===== config.mk =====
export PLATFORM = sky130hd
export DESIGN_NAME = reset_sequencer
export DESIGN_NICKNAME = d
export VERILOG_FILES = /design/src/rtl/reset_sequencer.sv
export SDC_FILE = /design/constraint.sdc
export NUM_CORES = 1
export LEC_CHECK = 0
export CORE_MARGIN = 2
export CORE_UTILIZATION = 50
export DETAILED_ROUTE_END_ITERATION = 10
export GPL_TIMING_DRIVEN = 0
export PLACE_DENSITY_LB_ADDON = 0.15
export SYNTH_ARGS = -nofsm -noshare
export SYNTH_HDL_FRONTEND = slang
export SYNTH_SLANG_ARGS = --single-unit

===== constraint.sdc =====
create_clock -name clk -period 1.8 [get_ports clk]
set_input_delay 0.18 -clock clk [delete_from_list [all_inputs] [get_ports clk]]
set_output_delay 0.18 -clock clk [all_outputs]
set_load 0.05 [all_outputs]

===== src/rtl/reset_sequencer.sv =====
// Ordered reset release: hold, wait for lock, then drop stage resets in turn.
// Optional watchdog restart when RESET_SEQ_WATCHDOG_EN is defined.
module reset_sequencer #(
    parameter int NUM_STAGES   = 3,
    parameter int HOLD_CYCLES  = 16,
    parameter int STAGE_GAP    = 8,
    parameter int LOCK_TIMEOUT = 1024,
    parameter int WDOG_CYCLES  = 65536
) (
    input  logic                  clk,
    input  logic                  async_reset_n,
    input  logic                  clk_enable,
    input  logic                  lock_i,
    input  logic                  soft_rst_req,
    input  logic                  wdog_kick,
    output logic [NUM_STAGES-1:0] stage_rst,
    output logic                  seq_done,
    output logic                  lock_timeout,
    output logic [1:0]            rst_cause
);

    typedef enum logic [1:0] {
        S_HOLD,
        S_WAIT_LOCK,
        S_RELEASE,
        S_RUN
    } state_t;

    localparam logic [1:0] CAUSE_SOFT = 2'b01;
    localparam logic [1:0] CAUSE_LOCK = 2'b10;
    localparam logic [1:0] CAUSE_WDOG = 2'b11;

    localparam int MAX_HG  = (HOLD_CYCLES > STAGE_GAP) ?
                             HOLD_CYCLES : STAGE_GAP;
    localparam int MAX_CNT = (MAX_HG > LOCK_TIMEOUT) ?
                             MAX_HG : LOCK_TIMEOUT;
    localparam int CW      = $clog2(MAX_CNT + 1);

    localparam logic [CW-1:0] HOLD_LAST = CW'(HOLD_CYCLES - 1);
    localparam logic [CW-1:0] GAP_LAST  = CW'(STAGE_GAP - 1);
    localparam logic [CW-1:0] LT_LAST   = CW'(LOCK_TIMEOUT - 1);

    state_t                  state_q, state_d;
    logic [CW-1:0]           cnt_q, cnt_d;
    logic [NUM_STAGES-1:0]   stage_d;
    logic                    done_d;
    logic                    lt_d;
    logic [1:0]              cause_d;
    logic                    sync1_q, lock_sync;
    logic                    lock_loss;
    logic                    wdog_fire;
    logic                    restart;

    always_ff @(posedge clk or negedge async_reset_n) begin
        if (!async_reset_n) begin
            sync1_q   <= 1'b0;
            lock_sync <= 1'b0;
        end else begin
            sync1_q   <= lock_i;
            lock_sync <= sync1_q;
        end
    end

    // Lock can only be lost after it was seen high on entry to RELEASE.
    assign lock_loss = !lock_sync &&
                       (state_q == S_RELEASE || state_q == S_RUN);

    assign restart = (state_q != S_HOLD) &&
                     (lock_loss || wdog_fire || soft_rst_req);

`ifdef RESET_SEQ_WATCHDOG_EN
    localparam int WW = $clog2(WDOG_CYCLES + 1);
    localparam logic [WW-1:0] WDOG_LAST = WW'(WDOG_CYCLES - 1);

    logic [WW-1:0] wdog_q, wdog_d;

    always_comb begin
        wdog_d    = '0;
        wdog_fire = 1'b0;
        if (state_q == S_RUN && !wdog_kick) begin
            wdog_d = wdog_q;
            if (clk_enable) begin
                if (wdog_q == WDOG_LAST) begin
                    wdog_fire = 1'b1;
                end else begin
                    wdog_d = wdog_q + 1'b1;
                end
            end
        end
        if (restart) begin
            wdog_d = '0;
        end
    end

    always_ff @(posedge clk or negedge async_reset_n) begin
        if (!async_reset_n) begin
            wdog_q <= '0;
        end else begin
            wdog_q <= wdog_d;
        end
    end
`else
    localparam int unused_wdog_cycles = WDOG_CYCLES;
    logic unused_kick;
    assign unused_kick = wdog_kick;
    assign wdog_fire   = 1'b0;
`endif

    always_comb begin
        state_d = state_q;
        cnt_d   = cnt_q;
        stage_d = stage_rst;
        done_d  = seq_done;
        lt_d    = lock_timeout;
        cause_d = rst_cause;
        if (restart) begin
            state_d = S_HOLD;
            cnt_d   = '0;
            stage_d = '1;
            done_d  = 1'b0;
            if (lock_loss) begin
                cause_d = CAUSE_LOCK;
            end else if (wdog_fire) begin
                cause_d = CAUSE_WDOG;
            end else begin
                cause_d = CAUSE_SOFT;
            end
        end else begin
            unique case (state_q)
                S_HOLD: begin
                    if (clk_enable) begin
                        if (cnt_q == HOLD_LAST) begin
                            state_d = S_WAIT_LOCK;
                            cnt_d   = '0;
                        end else begin
                            cnt_d = cnt_q + 1'b1;
                        end
                    end
                end
                S_WAIT_LOCK: begin
                    if (lock_sync) begin
                        state_d = S_RELEASE;
                        cnt_d   = '0;
                        stage_d = stage_rst << 1;
                    end else if (clk_enable) begin
                        if (cnt_q == LT_LAST) begin
                            state_d = S_HOLD;
                            cnt_d   = '0;
                            lt_d    = 1'b1;
                        end else begin
                            cnt_d = cnt_q + 1'b1;
                        end
                    end
                end
                S_RELEASE: begin
                    // Released bits form a low-order run of zeros,
                    // so shifting left clears exactly the next stage.
                    if (clk_enable) begin
                        if (cnt_q == GAP_LAST) begin
                            cnt_d = '0;
                            if (stage_rst == '0) begin
                                state_d = S_RUN;
                                done_d  = 1'b1;
                            end else begin
                                stage_d = stage_rst << 1;
                            end
                        end else begin
                            cnt_d = cnt_q + 1'b1;
                        end
                    end
                end
                S_RUN: begin
                    done_d = 1'b1;
                end
            endcase
        end
    end

    always_ff @(posedge clk or negedge async_reset_n) begin
        if (!async_reset_n) begin
            state_q      <= S_HOLD;
            cnt_q        <= '0;
            stage_rst    <= '1;
            seq_done     <= 1'b0;
            lock_timeout <= 1'b0;
            rst_cause    <= 2'b00;
        end else begin
            state_q      <= state_d;
            cnt_q        <= cnt_d;
            stage_rst    <= stage_d;
            seq_done     <= done_d;
            lock_timeout <= lt_d;
            rst_cause    <= cause_d;
        end
    end

endmodule


==> impl_metrics.toml <==
[run_status]
status = "finished, violations left"
failed_checks = "negative setup slack"

[route]
wl_um = 3705
drt_pre_antenna_iters = 4
drc = 0
post_drt_wl_per_cell_um = 18.25
drtIter0Drc = 69
viasPerCell = 6.320
detail-route-antenna-nets = 0
vias = 1283

[place]
place_area_sq_mm = 0.001536
place_ws_ps = -338.3
port_buffers = 11
place.gp.congestion = 0.8964
dp_hpwl_um = 2073

[critical_path]
reg2reg_slack_ps = -320
endpoint_kind = "flop"
r2r-start = "cnt_q[6]$_DFFE_PN0P_"
max_stage_delay_ps = 580
arrival_ps = 2360
crit_chain = "or4_4 -> or2_4 -> o41ai_2 -> and4_4 -> mux2i_1"
critical-path-top-delay-family = "simple AND/OR/NAND/NOR gates"
cp_max_fo = 4
crit_path_top_delay_cell = "or4_4"
start_kind = "flop"
critPathRequiredTime_ps = 2050
critPathKind = "flop to flop"
r2r_cells = 5
r2r_end = "state_q[0]$_DFFE_PN0P_"
path_buf_inv = 0

[grt]
grt-ovfl-total = 0
antenna_found_initial = 0
grt_pass1_wl_um = 5340
grt_max_degree = 23
grt_pass1_vias = 1164
grt.total_usage_pct = 21.33

[synth]
synthCells = 140
ys_warn_count = 0
async_flop_share_pct = 100.0
postSynthAreaPerCell_sq_um = 9.670
synth.distinct_cells = 45
synth_edf_count = 0
ys_seq_area_share_pct = 40.94
synthesis.area_sq_mm = 0.001354
synth_ff_type = "dfrtp_1"
ys_ff_latch = 22
synth_nets = 151

[layout]
fin_area_sq_mm = 0.001883
area_growth_pct = 39.09
drive_gt1_share_pct = 36.99
nNetsFinal = 185
diodes = 0

[floorplanning]
rows = 18
dieHeight_um = 56.04
io_pins = 13
start_util_pct = 53.67
die_w_um = 56.04
core_sq_mm = 0.002522
dieArea_sq_mm = 0.003140

[sta]
whs_ps = 284.0
setup_viol = 16
finalWorstSetupSlack_ps = -315.2
relSlewSlack_pct = 33.69
hold_viol = 0
final_max_slew_viol_count = 0
max_freq_mhz = 472.8
post-route-min-period_ps = 2115
skew_ps = 8.024
fin_crit_sh_pct = 117.5
worst_pin_slew_ps = 991.6
rsz0062_at_grt = "yes"

[worst_hold_path]
min_path_type = "input port to flop"
hold_start = "lock_i"
holdPathEnd = "sync1_q$_DFF_PN0_"
min_path_cells = 1

[clocking]
clkSlewWorstSetupHoldPaths_ps = 130
cts-buffers-inserted = 3
root_buffer = "clkbuf_4"
cts_tree = "yes"
clock_latency_ps = 330
cts_max_level = 1
clock_sinks = 22
clk_path_buf_depth = 2

[pwr]
p_leak_nw = 0.7593
power.density_mw_per_mm2 = 1339
ir_drop_uv = 1092
power_mw = 2.521

[flow_run]
drv_cap = 0
## cells in the final DEF (no fill, tap or decap), types with 3 or more instances in the layout
| cell | netlist | layout |
|---|---|---|
| nor3_1 | 4 | 3 |
| inv_1 | 16 | 14 |
| clkbuf_4 | 0 | 3 |
| a31oi_1 | 5 | 3 |
| clkdlybuf4s50_1 | 0 | 8 |
| dfstp_2 | 3 | 3 |
| a21oi_1 | 4 | 3 |
| nand3_1 | 7 | 6 |
| o21ai_2 | 0 | 3 |
| nand2b_1 | 3 | 3 |
| o22ai_2 | 0 | 4 |
| nand2_1 | 10 | 9 |
| nor2_1 | 9 | 8 |
| mux2i_1 | 4 | 4 |
| o21ai_1 | 6 | 3 |
| buf_6 | 0 | 3 |
| dfrtp_1 | 19 | 17 |
| buf_4 | 0 | 14 |
| dlygate4sd2_1 | 0 | 3 |
## what timing repair did
action                                  4_1_cts  5_1_grt
endpoints found under the setup margin       20       18
setup buffers                                 9        8
resized for setup                            19       21
hold buffers                                  0        0
gates cloned                                  1        0
pin swaps                                    18        8
## Yosys cell counts (4+ instances only)
master / number / area, sq um
nand2_1: 10 / 37.54
o21ai_1: 6 / 30.03
nand3_1: 7 / 35.03
ha_1: 5 / 62.56
mux2i_1: 4 / 40.04
a21oi_1: 4 / 20.02
dfrtp_1: 19 / 475.5
o22ai_1: 4 / 25.02
a31oi_1: 5 / 31.28
nor3_1: 4 / 20.02
inv_1: 16 / 60.06
nor2_1: 9 / 33.78
## cell families (layout without fill, tap and decap cells)
family,Yosys count,count (layout),synth area share [%]
AND/OR/NAND/NOR,49,49,20.70
AO/OA/AOI/OAI,40,41,23.94
buffers and inverters,17,49,4.713
flip-flops,22,22,40.94
adder cells (fa/ha/maj),5,5,4.621
multiplexers,5,5,3.789
XOR/XNOR,2,2,1.294
## metal layers
layer | wire length [um] | track usage, % | up-vias | share of wire (%)
li1 | - | - | 588 | -
met5 | 0 | 0 | - | 0
met4 | 123 | 9.864 | 0 | 3.3
met1 | 1573 | 27.14 | 609 | 42
met3 | 276 | 3.256 | 17 | 7.4
met2 | 1733 | 35.46 | 69 | 47
## stage by stage
step	util, %	TNS [ps]	std cells
2_1_floorplan	-	-640.2	140
3_3_place_gp	60.91	-3691	181
3_5_place_dp	60.91	-4191	181
4_1_cts	68.15	-2109	195
5_1_grt	74.65	-3847	203
6_report	74.65	-2680	203
## power by group
group,switching (mW),internal (mW),leakage (nW),total [mW]
registers,0.101,0.615,0.279,0.716
logic,0.884,0.668,0.465,1.55
clock network,0.166,0.0870,0.0150,0.253
total,1.15,1.37,0.759,2.52
## final cells by class
class / instances / area (sq um)
inverter: 16 / 60.06
timing repair buffer: 28 / 245.2
fill: 166 / 639.4
buffer: 1 / 13.76
tap: 30 / 37.54
clock buffer: 4 / 26.28
sequential: 22 / 556.8
multi-input combinational: 102 / 943.4
## worst max-delay path by stage
stage                          from                      to  slack (ps)  cells past startpoint
4_1_cts        cnt_q[6]$_DFFE_PN0P_    cnt_q[5]$_DFFE_PN0P_        -210                      5
3_3_place_gp   cnt_q[0]$_DFFE_PN0P_  state_q[1]$_DFFE_PN0P_        -320                      6
3_5_place_dp   cnt_q[0]$_DFFE_PN0P_    cnt_q[5]$_DFFE_PN0P_        -340                      6
2_1_floorplan  cnt_q[4]$_DFFE_PN0P_  state_q[1]$_DFFE_PN0P_        -120                      5
6_report       cnt_q[6]$_DFFE_PN0P_  state_q[0]$_DFFE_PN0P_        -320                      5
5_1_grt        cnt_q[6]$_DFFE_PN0P_  state_q[1]$_DFFE_PN0P_        -370                      5
## flip-flops by register name, indices dropped and copies added (netlist names)
name,flops
seq_done,1
state_q,2
lock_sync,1
lock_timeout,1
rst_cause,2
sync1_q,1
cnt_q,11
stage_rst,3
No activity file was read; power rests on OpenSTA's default activity.
